==> src/rtl/cache_port_arbiter_if.sv <==
// rtl/cache_port_arbiter_if.sv - client and RAM-port bundle for cache_port_arbiter
// slave is the arbiter side; master is the client/RAM side.
interface cache_port_arbiter_if #(
  parameter int DATA_WIDTH = 32,
  parameter int ADDR_WIDTH = 19,
  parameter int NUM_RD     = 4
);
  logic [NUM_RD-1:0]            rd_req;
  logic [NUM_RD*ADDR_WIDTH-1:0] rd_addr;
  logic [NUM_RD-1:0]            rd_gnt;
  logic [NUM_RD-1:0]            rd_rvalid;
  logic [DATA_WIDTH-1:0]        rd_rdata;
  logic                         wr_req;
  logic [ADDR_WIDTH-1:0]        wr_addr;
  logic [DATA_WIDTH-1:0]        wr_data;
  logic                         wr_gnt;
  logic                         init_done;
  logic [ADDR_WIDTH-1:0]        ram_addra;
  logic [DATA_WIDTH-1:0]        ram_dina;
  logic                         ram_wea;
  logic [ADDR_WIDTH-1:0]        ram_addrb;
  logic [DATA_WIDTH-1:0]        ram_doutb;

  modport slave (
    input  rd_req, rd_addr, wr_req, wr_addr, wr_data, ram_doutb,
    output rd_gnt, rd_rvalid, rd_rdata, wr_gnt, init_done,
           ram_addra, ram_dina, ram_wea, ram_addrb
  );

  modport master (
    output rd_req, rd_addr, wr_req, wr_addr, wr_data, ram_doutb,
    input  rd_gnt, rd_rvalid, rd_rdata, wr_gnt, init_done,
           ram_addra, ram_dina, ram_wea, ram_addrb
  );
endinterface

==> src/rtl/cache_port_arbiter.sv <==
// rtl/cache_port_arbiter.sv - zero-sweep init, write port A, round-robin read port B
// CACHE_ARB_WR_BYPASS_EN: forward same-cycle write data to a colliding read return.
module cache_port_arbiter #(
  parameter int DATA_WIDTH = 32,
  parameter int ADDR_WIDTH = 19,
  parameter int NUM_RD     = 4
) (
  input  logic                 clk,
  input  logic                 rst_n,
  cache_port_arbiter_if.slave  bus
);
  localparam int PTR_W = $clog2(NUM_RD);

  typedef enum logic {ST_INIT, ST_RUN} state_e;

  state_e                 state_q, state_d;
  logic [ADDR_WIDTH-1:0]  cnt_q, cnt_d;
  logic [ADDR_WIDTH-1:0]  addrb_q, addrb_d;
  logic [PTR_W-1:0]       ptr_q, ptr_d;
  logic                   init_done_q, init_done_d;
  logic [NUM_RD-1:0]      rvalid_q;

  logic [NUM_RD-1:0]      gnt;
  logic                   gnt_any;
  logic [PTR_W-1:0]       win;
  logic [PTR_W-1:0]       idx;
  logic                   running;

  assign running = (state_q == ST_RUN);

  // Rotating priority: first requester at or above the pointer, wrapping.
  always_comb begin
    gnt     = '0;
    gnt_any = 1'b0;
    win     = '0;
    idx     = '0;
    if (running) begin
      for (int k = 0; k < NUM_RD; k++) begin
        idx = PTR_W'((int'(ptr_q) + k) % NUM_RD);
        if (!gnt_any && bus.rd_req[idx]) begin
          gnt_any = 1'b1;
          win     = idx;
        end
      end
    end
    if (gnt_any) gnt[win] = 1'b1;
  end

  assign bus.rd_gnt    = gnt;
  assign bus.ram_addrb = gnt_any ? bus.rd_addr[int'(win)*ADDR_WIDTH +: ADDR_WIDTH] : addrb_q;

  assign bus.ram_wea   = running ? bus.wr_req  : 1'b1;
  assign bus.ram_addra = running ? bus.wr_addr : cnt_q;
  assign bus.ram_dina  = running ? bus.wr_data : '0;
  assign bus.wr_gnt    = running & bus.wr_req;
  assign bus.init_done = init_done_q;

  // A reset landing on the return cycle still kills that return.
  assign bus.rd_rvalid = rvalid_q & {NUM_RD{rst_n}};

  always_comb begin
    state_d     = state_q;
    cnt_d       = cnt_q;
    init_done_d = init_done_q;
    ptr_d       = ptr_q;
    addrb_d     = bus.ram_addrb;
    if (state_q == ST_INIT) begin
      cnt_d = cnt_q + 1'b1;
      if (&cnt_q) begin
        state_d     = ST_RUN;
        init_done_d = 1'b1;
      end
    end
    if (gnt_any) ptr_d = (int'(win) == NUM_RD - 1) ? '0 : win + 1'b1;
  end

  always_ff @(posedge clk) begin
    if (!rst_n) begin
      state_q     <= ST_INIT;
      cnt_q       <= '0;
      ptr_q       <= '0;
      init_done_q <= 1'b0;
      rvalid_q    <= '0;
      addrb_q     <= '0;
    end else begin
      state_q     <= state_d;
      cnt_q       <= cnt_d;
      ptr_q       <= ptr_d;
      init_done_q <= init_done_d;
      rvalid_q    <= gnt;
      addrb_q     <= addrb_d;
    end
  end

`ifdef CACHE_ARB_WR_BYPASS_EN
  logic                  byp_q;
  logic [DATA_WIDTH-1:0] byp_data_q;
  logic                  collision;

  assign collision = gnt_any & bus.wr_req & (bus.wr_addr == bus.ram_addrb);

  always_ff @(posedge clk) begin
    if (!rst_n) begin
      byp_q <= 1'b0;
    end else begin
      byp_q <= collision;
    end
  end

  always_ff @(posedge clk) begin
    if (collision) byp_data_q <= bus.wr_data;
  end

  assign bus.rd_rdata = byp_q ? byp_data_q : bus.ram_doutb;
`else
  assign bus.rd_rdata = bus.ram_doutb;
`endif
endmodule

==> src/flat_wrapper.sv <==
// flat-port wrapper written by rule: the top's interface ports become plain ports
module cache_port_arbiter_flat 
#(
  parameter int DATA_WIDTH = 32,
  parameter int ADDR_WIDTH = 19,
  parameter int NUM_RD     = 4
)
  (clk, rst_n, bus_rd_req, bus_rd_addr, bus_wr_req, bus_wr_addr, bus_wr_data, bus_ram_doutb, bus_rd_gnt, bus_rd_rvalid, bus_rd_rdata, bus_wr_gnt, bus_init_done, bus_ram_addra, bus_ram_dina, bus_ram_wea, bus_ram_addrb);
  cache_port_arbiter_if #(.DATA_WIDTH(DATA_WIDTH), .ADDR_WIDTH(ADDR_WIDTH), .NUM_RD(NUM_RD)) bus_i ();
  input  logic clk;
  input  logic rst_n;
  input wire logic [$bits(bus_i.rd_req)-1:0] bus_rd_req;
  input wire logic [$bits(bus_i.rd_addr)-1:0] bus_rd_addr;
  input wire logic [$bits(bus_i.wr_req)-1:0] bus_wr_req;
  input wire logic [$bits(bus_i.wr_addr)-1:0] bus_wr_addr;
  input wire logic [$bits(bus_i.wr_data)-1:0] bus_wr_data;
  input wire logic [$bits(bus_i.ram_doutb)-1:0] bus_ram_doutb;
  output wire logic [$bits(bus_i.rd_gnt)-1:0] bus_rd_gnt;
  output wire logic [$bits(bus_i.rd_rvalid)-1:0] bus_rd_rvalid;
  output wire logic [$bits(bus_i.rd_rdata)-1:0] bus_rd_rdata;
  output wire logic [$bits(bus_i.wr_gnt)-1:0] bus_wr_gnt;
  output wire logic [$bits(bus_i.init_done)-1:0] bus_init_done;
  output wire logic [$bits(bus_i.ram_addra)-1:0] bus_ram_addra;
  output wire logic [$bits(bus_i.ram_dina)-1:0] bus_ram_dina;
  output wire logic [$bits(bus_i.ram_wea)-1:0] bus_ram_wea;
  output wire logic [$bits(bus_i.ram_addrb)-1:0] bus_ram_addrb;
  assign bus_i.rd_req = bus_rd_req;
  assign bus_i.rd_addr = bus_rd_addr;
  assign bus_i.wr_req = bus_wr_req;
  assign bus_i.wr_addr = bus_wr_addr;
  assign bus_i.wr_data = bus_wr_data;
  assign bus_i.ram_doutb = bus_ram_doutb;
  assign bus_rd_gnt = bus_i.rd_gnt;
  assign bus_rd_rvalid = bus_i.rd_rvalid;
  assign bus_rd_rdata = bus_i.rd_rdata;
  assign bus_wr_gnt = bus_i.wr_gnt;
  assign bus_init_done = bus_i.init_done;
  assign bus_ram_addra = bus_i.ram_addra;
  assign bus_ram_dina = bus_i.ram_dina;
  assign bus_ram_wea = bus_i.ram_wea;
  assign bus_ram_addrb = bus_i.ram_addrb;
  cache_port_arbiter #(.DATA_WIDTH(DATA_WIDTH), .ADDR_WIDTH(ADDR_WIDTH), .NUM_RD(NUM_RD)) u_core (.clk(clk), .rst_n(rst_n), .bus(bus_i));
endmodule
==> config.mk <==
export PLATFORM = sky130hd
export DESIGN_NAME = cache_port_arbiter_flat
export DESIGN_NICKNAME = d
export VERILOG_FILES = /design/src/rtl/cache_port_arbiter_if.sv /design/src/rtl/cache_port_arbiter.sv /design/src/flat_wrapper.sv
export SDC_FILE = /design/constraint.sdc
export NUM_CORES = 1
export LEC_CHECK = 0
export ABC_AREA = 1
export BUFFER_PORTS_ARGS = -buffer_cell sky130_fd_sc_hd__buf_2
export CAP_MARGIN = 10
export CORE_AREA = 2 2 109 111
export DETAILED_ROUTE_END_ITERATION = 8
export DIE_AREA = 0 0 111 113
export GPL_TIMING_DRIVEN = 0
export PLACE_DENSITY = 0.71
export SLEW_MARGIN = 20
export SYNTH_ARGS = -nofsm -noshare
export SYNTH_HDL_FRONTEND = slang
export SYNTH_SLANG_ARGS = --single-unit
==> constraint.sdc <==
create_clock -name clk -period 2.98 [get_ports clk]
set_input_delay 0 -clock clk [delete_from_list [all_inputs] [get_ports clk]]
set_output_delay 0 -clock clk [all_outputs]
set_load 0.02 [all_outputs]
# Yosys cells after proc, flatten, opt, wreduce, memory -nomap -nowiden
# Index checks and enable logic that the tools add are counted.
[classes]
n_addsub = 5
multipliers = 1
order_cmp = 6
n_eq_ne = 1
shifts = 1
n_mux = 31
n_bitwise = 3
reduce_logical = 9
[ops]
columns = ["op", "n"]
rows = [
  ["$shiftx 76x32->19", 1],
  ["$mux 19", 2],
  ["$mux 32", 1],
  ["$reduce_and 20->1", 1],
  ["$add 19x1->19 const B", 1],
  ["$reduce_and 19->1", 1],
  ["$mux 1", 16],
  ["$lt 2x3->1 const B", 5],
  ["$mux 2", 6],
  ["$bmux 1 s2", 4],
  ["$mul 2x5->7 const B", 1],
  ["$add 2x1->2 const B", 2],
  ["$add 2x2->2 const B", 2],
  ["$and 4x4->4", 1],
  ["$logic_and 1x1->1", 4],
  ["$mux 4", 1],
  ["$logic_not 1->1", 3],
  ["$demux 1 s2", 1],
  ["$eq 2x1->1 const B", 1],
  ["$ge 2x1->1 const B", 1],
  ["$and 1x1->1", 1],
  ["$not 1->1", 1],
]
[totals]
reg_bits = 46
out_inout_bits = 113
wordCells = 63

# Depth between registers and ports, before layout
# Gate-level depths: netlist of the first run.
[depth]
ltp_word = 21
depth_mapped = 18

# Least setup slack after synthesis of the first run
# Ideal clock, no wire load.
[synth_timing]
path_kind = "register -> register"
from = "reg u_core.ptr_q[0]"
to = "reg u_core.ptr_q[1]"
t_arrival_ns = 1.856
required_time_ns = 2.851
slack_ns = 0.996
stages_incl_launch_ff = 17
synth_period_minus_slack_ns = 1.984
cell_sequence = "dfxtp_1 > buf_6 > inv_6 > nand2_2 > nand3_1 > nand2_2 > nor2_4 > nand3_2 > nand2_2 > inv_2 > nand2_2 > buf_6 > buf_6 > inv_2 > ha_1 > o21ai_0 > a21oi_1"
[synth_via]
elab_chain_len = 18
[synth_rtl]
columns = ["element", "line_no", "text"]
rows = [
  ["from (decl)", "cache_port_arbiter.sv:19", "logic [PTR_W-1:0] ptr_q, ptr_d;"],
  ["from (signal assigned)", "cache_port_arbiter.sv:88", "ptr_q <= ptr_d;"],
  ["$bmux 1 s2", "cache_port_arbiter.sv:40", "if (!gnt_any && bus.rd_req[idx]) begin"],
  ["$mux 1 (not written as such)", "cache_port_arbiter.sv:40", ""],
  ["$mux 1", "cache_port_arbiter.sv:40", ""],
  ["$mux 1", "cache_port_arbiter.sv:37", "if (running) begin"],
  ["$logic_not 1->1", "cache_port_arbiter.sv:40", ""],
  ["$logic_and 1x1->1", "cache_port_arbiter.sv:40", ""],
  ["$mux 1", "cache_port_arbiter.sv:40", ""],
  ["$mux 1", "cache_port_arbiter.sv:37", ""],
  ["(+2 left out)", "n/a", ""],
  ["$mux 1", "cache_port_arbiter.sv:40", ""],
  ["$mux 1", "cache_port_arbiter.sv:37", ""],
  ["$logic_not 1->1", "cache_port_arbiter.sv:40", ""],
  ["$logic_and 1x1->1", "cache_port_arbiter.sv:40", ""],
  ["$mux 2", "cache_port_arbiter.sv:40", ""],
  ["$mux 2", "cache_port_arbiter.sv:37", ""],
  ["$add 2x1->2 / $eq 2x1->1 (equally long branches)", "cache_port_arbiter.sv:74", "if (gnt_any) ptr_d = (int'(win) == NUM_RD - 1) ? '0 : win + 1'b1;"],
  ["$mux 2", "cache_port_arbiter.sv:74", ""],
]
# Several ways; a longest one is shown, not always the timed one. The select of a mux whose other input is x is not followed.
# A chain may end at the register's enable or synchronous reset.

# Worst setup path in the final report of the first run
[layout_timing]
from = "reg u_core.ptr_q[1]"
to = "out bus_ram_addrb[17]"
[layout_via]
elab_chain_len = 19
[layout_rtl]
columns = ["element", "line_no", "text"]
rows = [
  ["$bmux 1 s2", "cache_port_arbiter.sv:40", ""],
  ["$mux 1 (not written as such)", "cache_port_arbiter.sv:40", ""],
  ["$mux 1", "cache_port_arbiter.sv:40", ""],
  ["$mux 1", "cache_port_arbiter.sv:37", ""],
  ["$logic_not 1->1", "cache_port_arbiter.sv:40", ""],
  ["$logic_and 1x1->1", "cache_port_arbiter.sv:40", ""],
  ["$mux 1", "cache_port_arbiter.sv:40", ""],
  ["$mux 1", "cache_port_arbiter.sv:37", ""],
  ["(+3 left out)", "n/a", ""],
  ["$mux 1", "cache_port_arbiter.sv:37", ""],
  ["$logic_not 1->1", "cache_port_arbiter.sv:40", ""],
  ["$logic_and 1x1->1", "cache_port_arbiter.sv:40", ""],
  ["$mux 2", "cache_port_arbiter.sv:40", ""],
  ["$mux 2", "cache_port_arbiter.sv:37", ""],
  ["$mul 2x5->7", "cache_port_arbiter.sv:50", "assign bus.ram_addrb = gnt_any ? bus.rd_addr[int'(win)*ADDR_WIDTH +: ADDR_WIDTH] : addrb_q;"],
  ["$shiftx 76x32->19", "cache_port_arbiter.sv:50", ""],
  ["$mux 19 (*)", "cache_port_arbiter.sv:50", ""],
  ["to (decl)", "flat_wrapper.sv:26", "output wire logic [$bits(bus_i.ram_addrb)-1:0] bus_ram_addrb;"],
]
# Mark *: on every way between the ends. The rest lies on a longest branch, timed or not. The select of a mux whose other input is x is not followed.

==> impl_metrics.tcl, run 1 <==
set metrics [dict create \
    antenna_found_initial 0 \
    end_kind "output pin" \
    syn-num-nets 879 \
    worst-path-max-fanout 10 \
    cellLeakagePower_nw 3.64 \
    final_nets 1132 \
    slew_viol_final 0 \
    worst_ep_arrival_time_ns 2.51 \
    syn_inst 708 \
    yosysSeqAreaShare_pct 22.9 \
    grt_max_degree 17 \
    grt_use_total_pct 19.4 \
    total_power_w 0.00148 \
    fp.dieArea_sq_mm 0.0125 \
    synth_edf_count 0 \
    holdWs_ns 0.0390 \
    start_util_pct 35.6 \
    synth_cell_type_count 32 \
    first_pass_iters 5 \
    synth_compound_area_share_pct 5.98 \
    finalHoldViolCount 0 \
    period_share_pct 84.3 \
    cts_root_buf "clkbuf_16" \
    async_reset_ff_share_pct 0 \
    ir_worst_vdd_uv 195 \
    holdBufCountCts 0 \
    synth-adder-area-share_pct 1.56 \
    cts_resized 0 \
    wl_per_cell_um 11.6 \
    synth_top_family_by_area "simple AND/OR/NAND/NOR gates" \
    hold_depth 3 \
    grt_pass1_vias 4350 \
    synth-simple-area-share_pct 42.3 \
    insertedDiodeCount 0 \
    cp.required_ns 2.98 \
    post_cts_buffers 0 \
    tns_ns 0 \
    gr-total-overflow 0 \
    max_slew_margin_pct 64.6 \
    core-area_sq_mm 0.0113 \
    worstHoldPathType "in -> reg" \
    clock_skew_ns 0.00581 \
    cts.path.max_buffers 2 \
    rows 39 \
    outcome "finished clean" \
    synth.mux.area_fraction_pct 0 \
    fmax_mhz 398 \
    synth_commonest_cells "173 x nand2_1, 161 x inv_1, 101 x nand3_1" \
    cp-start-kind "flop" \
    dieWidth_um 111 \
    r2r_start "u_core.ptr_q[1]" \
    top_level_ports 279 \
    grt_pass1_wl_um 20300 \
    drc 0 \
    synth_top_area_share_pct 22.9 \
    power_density_mw_per_mm2 265 \
    ant_nets 0 \
    gp_congestion 0.874 \
    setup_viol 0 \
    cts_tree "yes" \
    die_y_um 113 \
    port_buffers 246 \
    r2r_cells 16 \
    synth_xor_area_share_pct 0 \
    htree_num_levels 2 \
    cts-buffers-inserted 5 \
    reg2reg_slack_ns 0.76 \
    vias 4920 \
    areaGrowthSynthToFinish_pct 38.8 \
    ys.flop_type "dfxtp_1" \
    dp_hpwl_um 10500 \
    period_minus_slack_ns 2.51 \
    rsz0062_at_grt "false" \
    clk_latency_ns 0.29 \
    synth_most_common_cell "nand2_1" \
    drv_cap 0 \
    drtIter0Drc 225 \
    cts.sink_count 46 \
    yosysTopAreaCell "dfxtp_1" \
    synth_area_sq_mm 0.00402 \
    final_layout_size_suffix_gt1_share_pct 35.4 \
    critical-path-max-stage-delay_ns 0.45 \
    crit_type "reg -> out" \
    worst-path-buf-inv 5 \
    worst-path-stages 15 \
    synth_seq_cells 46 \
    worst_pin_slew_ns 0.531 \
    path_clk_slew_ns 0.07 \
    r2r_end "u_core.ptr_q[1]" \
    hold_path.startpoint "rst_n" \
    hold_end "u_core.cnt_q[9]" \
    postLayoutCellArea_sq_mm 0.00557 \
    crit_family "simple AND/OR/NAND/NOR gates" \
    crit_chain "inv_2 > nand2_2 > nand2_2 > nor2_1 > nor2_2 > nand3_2 > nand2_2 > inv_2 > clkbuf_1 > nand3_1 > nand3_1 > nand3_1 > nand2_1 > inv_1 > buf_2" \
    place_area_sq_mm 0.00543 \
    avgSynthCellArea_sq_um 5.67 \
    vias_per_cell 4.45 \
    cp_slowest_cell "dfxtp_1" \
    routed_wl_um 12800 \
    yosysWarningCount 0 \
    synthTopCellsByArea "dfxtp_1 23%, nand2_1 16%, inv_1 15%, nand3_1 13%, buf_4 6.7%" \
]
[kinds of logic (layout without fill, tap and decap cells)]
| group | count (synthesis) | in the layout |
|---|---|---|
| and+or+nand+nor | 376 | 376 |
| buffers and inverters | 235 | 489 |
| AOI/OAI and AO/OA | 46 | 46 |
| DFF | 46 | 46 |
| adders and majority gates | 5 | 5 |
[tightest hold or removal path, cell delays in order]
cell and delay, ns:
buf_2 0.10, inv_1 0.11, a211oi_1 0.06
[flip-flops by register name, summed over array words and instances, names as in the netlist]
name and count:
u_core.bus.init_done 1, u_core.ptr_q 2, u_core.rvalid_q 4, u_core.addrb_q 19, u_core.running 1, u_core.cnt_q 19
[layout make-up]
type | count | area, sq um
clock inverters | 3 | 23.8
inverters | 167 | 632
well taps | 143 | 179
fillers | 1226 | 5700
repair buffers | 246 | 1230
multi-input cells | 427 | 2000
plain buffers | 68 | 460
clock buffers | 5 | 125
flip-flops and latches | 46 | 921
[layer usage]
metal | global-route usage [%] | vias to the layer above | routed length [um]
li1 | - | 2595 | -
met1 | 23.5 | 2093 | 5280
met2 | 35.5 | 220 | 6240
met3 | 4.02 | 12 | 1120
met4 | 4.42 | 0 | 154
met5 | 0 | - | 0
[power breakdown]
group	total [W]	internal, W	switching (W)
sequential	0.000622	0.000618	0.00000392
clock	0.000573	0.000314	0.000258
combinational	0.000281	0.000140	0.000141
total	0.00148	0.00107	0.000404
[worst max path at each step]
stage	start	end	slack, ns
floorplan	u_core.ptr_q[0]	u_core.ptr_q[1]	1.0
global placement	u_core.ptr_q[0]	u_core.ptr_q[1]	0.78
detailed placement	u_core.ptr_q[0]	u_core.ptr_q[1]	0.75
CTS	u_core.ptr_q[1]	bus_ram_addrb[17]	0.49
global route	u_core.ptr_q[1]	bus_ram_addrb[17]	0.22
finish	u_core.ptr_q[1]	bus_ram_addrb[17]	0.47
[layout by cell type, fill, tap and decap left out, drive strengths merged]
cell,synthesis,final
or2,20,20
nor3,17,17
inv,167,168
ha,5,5
nand2,184,184
and3,1,1
nand4,1,1
clkbuf,17,22
nor4,1,1
dfxtp,46,46
clkinvlp,0,2
a21oi,16,16
o21ai,26,26
a211oi,2,2
o2bb2ai,1,1
buf,51,297
a31oi,1,1
nand3b,4,4
nand3,103,103
nor2,45,45
[stage by stage]
step | utilization (%) | setup WS, ns | instances
global route | 49.5 | 0.218 | 1105
global placement | 48.1 | 0.780 | 1097
detailed placement | 48.1 | 0.755 | 1097
CTS | 49.5 | 0.486 | 1105
finish | 49.5 | 0.468 | 1105
floorplan | - | 0.996 | 708
(Power assumes the default switching activity.)
==> run 2: changes to the inputs <==
--- a/config.mk
+++ b/config.mk
@@ -12,7 +12,7 @@
 export DETAILED_ROUTE_END_ITERATION = 8
 export DIE_AREA = 0 0 111 113
 export GPL_TIMING_DRIVEN = 0
-export PLACE_DENSITY = 0.71
+export PLACE_DENSITY = 0.74
 export SLEW_MARGIN = 20
 export SYNTH_ARGS = -nofsm -noshare
 export SYNTH_HDL_FRONTEND = slang
==> constraint.sdc (replaced) <==
create_clock -name clk -period 2.2 [get_ports clk]
set_input_delay 0 -clock clk [delete_from_list [all_inputs] [get_ports clk]]
set_output_delay 0 -clock clk [all_outputs]
set_load 0.02 [all_outputs]
==> impl_metrics.tcl, run 2 (synthesis results as in run 1) <==
set metrics [dict create \
    outcome "finished with violations" \
    violations "negative setup slack" \
    layout_setup_ws_ns -0.148 \
    drtIter0Drc 293 \
    routed_wl_um 15100 \
    dp_hpwl_um 10200 \
    finalHoldViolCount 0 \
    cp.required_ns 2.20 \
    crit_family "simple AND/OR/NAND/NOR gates" \
    grt_max_degree 17 \
    final_common_cell "buf_2" \
    clk_latency_ns 0.29 \
    cts-buffers-inserted 5 \
    path_clk_slew_ns 0.07 \
    setup_viol 26 \
    final_layout_size_suffix_gt1_share_pct 50.1 \
    start_util_pct 35.6 \
    cts_tree "yes" \
    top_level_ports 279 \
    drv_cap 0 \
    gr-total-overflow 0 \
    ir_worst_vdd_uv 277 \
    cts_root_buf "clkbuf_16" \
    vias_per_cell 4.61 \
    postLayoutCellArea_sq_mm 0.00664 \
    fp.dieArea_sq_mm 0.0125 \
    final_nets 1166 \
    slew_viol_final 0 \
    core-area_sq_mm 0.0113 \
    crit_type "reg -> out" \
    rsz0062_at_grt "true" \
    grt_pass1_vias 4863 \
    fillers 1078 \
    power_density_mw_per_mm2 308 \
    clock_skew_ns 0.00993 \
    worst_pin_slew_ns 0.725 \
    antenna_found_initial 0 \
    vias 5246 \
    largestRegisters "u_core.addrb_q: 19 flops, u_core.cnt_q: 19 flops, u_core.rvalid_q: 4 flops" \
    max_slew_margin_pct 51.7 \
    worst-path-max-fanout 6 \
    period_minus_slack_ns 2.35 \
    worst_ep_arrival_time_ns 2.35 \
    end_kind "output pin" \
    cp-start-kind "flop" \
    rows 39 \
    insertedDiodeCount 0 \
    crit_chain "buf_6 > nand2_1 > nand2_1 > nand2_2 > nand2_2 > nor2_4 > nand2_2 > nor2_4 > nor2_4 > nor2_4 > buf_8 > ha_4 > inv_2 > nor2_1 > buf_4" \
    worstHoldPathType "in -> reg" \
    ant_nets 0 \
    cts.sink_count 46 \
    tns_ns -2.29 \
    critical-path-max-stage-delay_ns 0.39 \
    cpMostUsedCell "nor2_4" \
    multi_input_area_sq_mm 0.00251 \
    post-place-ws_ns -0.00320 \
    port_buffers 246 \
    grt_use_total_pct 21.1 \
    first_pass_iters 5 \
    dieWidth_um 111 \
    fmax_mhz 426 \
    period_share_pct 107 \
    wl_per_cell_um 13.3 \
    worst-path-buf-inv 4 \
    cp_slowest_cell "dfxtp_4" \
    cts.path.max_buffers 2 \
    place_area_sq_mm 0.00543 \
    areaGrowthSynthToFinish_pct 65.3 \
    die_y_um 113 \
    layout.area.seq_sq_um 928 \
    drc 0 \
    gp_congestion 0.903 \
    cellLeakagePower_nw 3.91 \
    htree_num_levels 2 \
    grt_pass1_wl_um 21900 \
    layout_common_cells "226 x buf_2, 140 x inv_1, 135 x nand2_1, 54 x nand3_1, 52 x buf_4" \
    holdBufCountCts 0 \
]
run 2: per-stage QoR:
stage	hold slack [ns]	utilization (%)	cells	total power (W)
6_report	0.0440	58.9	1139	0.00205
5_1_grt	0.0534	58.9	1139	0.00213
4_1_cts	0.0374	55.0	1141	0.00203
3_5_place_dp	0.218	48.1	1097	0.00124
3_3_place_gp	0.217	48.1	1097	0.00124
2_1_floorplan	0.113	-	708	0.00107
run 2: metal layers:
layer / GRT usage [%] / vias up / part of all wire (%) / routed length, um
li1: - / 2659 / - / -
met1: 24.4 / 2315 / 39 / 5900
met2: 38.7 / 243 / 51 / 7690
met3: 3.86 / 29 / 7.8 / 1180
met4: 8.00 / 0 / 2.4 / 356
met5: 0 / - / 0 / 0
run 2: power by group:
group          switching (W)  internal [W]  leakage, nW  total [W]
clock               0.000359      0.000428       0.0704   0.000787
sequential        0.00000535      0.000834        0.373   0.000840
combinational       0.000220      0.000200         3.47   0.000420
run 2: area by class of cell:
cell class | count | area share [%]
clock buffer | 5 | 1.89
multi-input combinational | 427 | 37.8
sequential | 46 | 14.0
inverter | 167 | 9.64
buffer | 67 | 7.79
timing repair buffer | 281 | 25.8
tap | 143 | 2.70
clock inverter | 3 | 0.377
run 2: worst min-delay path, stage by stage:
cell and delay (ns):
buf_2 0.10, inv_1 0.12, a211oi_1 0.07
run 2: final timing paths:
kind | slack (ns) | to | depth (start not counted) | start
min | 0.04 | u_core.cnt_q[9] | 3 | rst_n
max reg2reg | -0.02 | u_core.addrb_q[14] | 17 | u_core.ptr_q[0]
max | -0.15 | bus_rd_gnt[2] | 15 | u_core.ptr_q[0]
min reg2reg | 0.49 | u_core.cnt_q[9] | 2 | u_core.cnt_q[9]
run 2: what timing repair did:
item	4_1_cts	5_1_grt
gates cloned	2	4
resized for setup	104	138
pin swaps	32	53
setup buffers	34	9
setup endpoints to repair	24	44
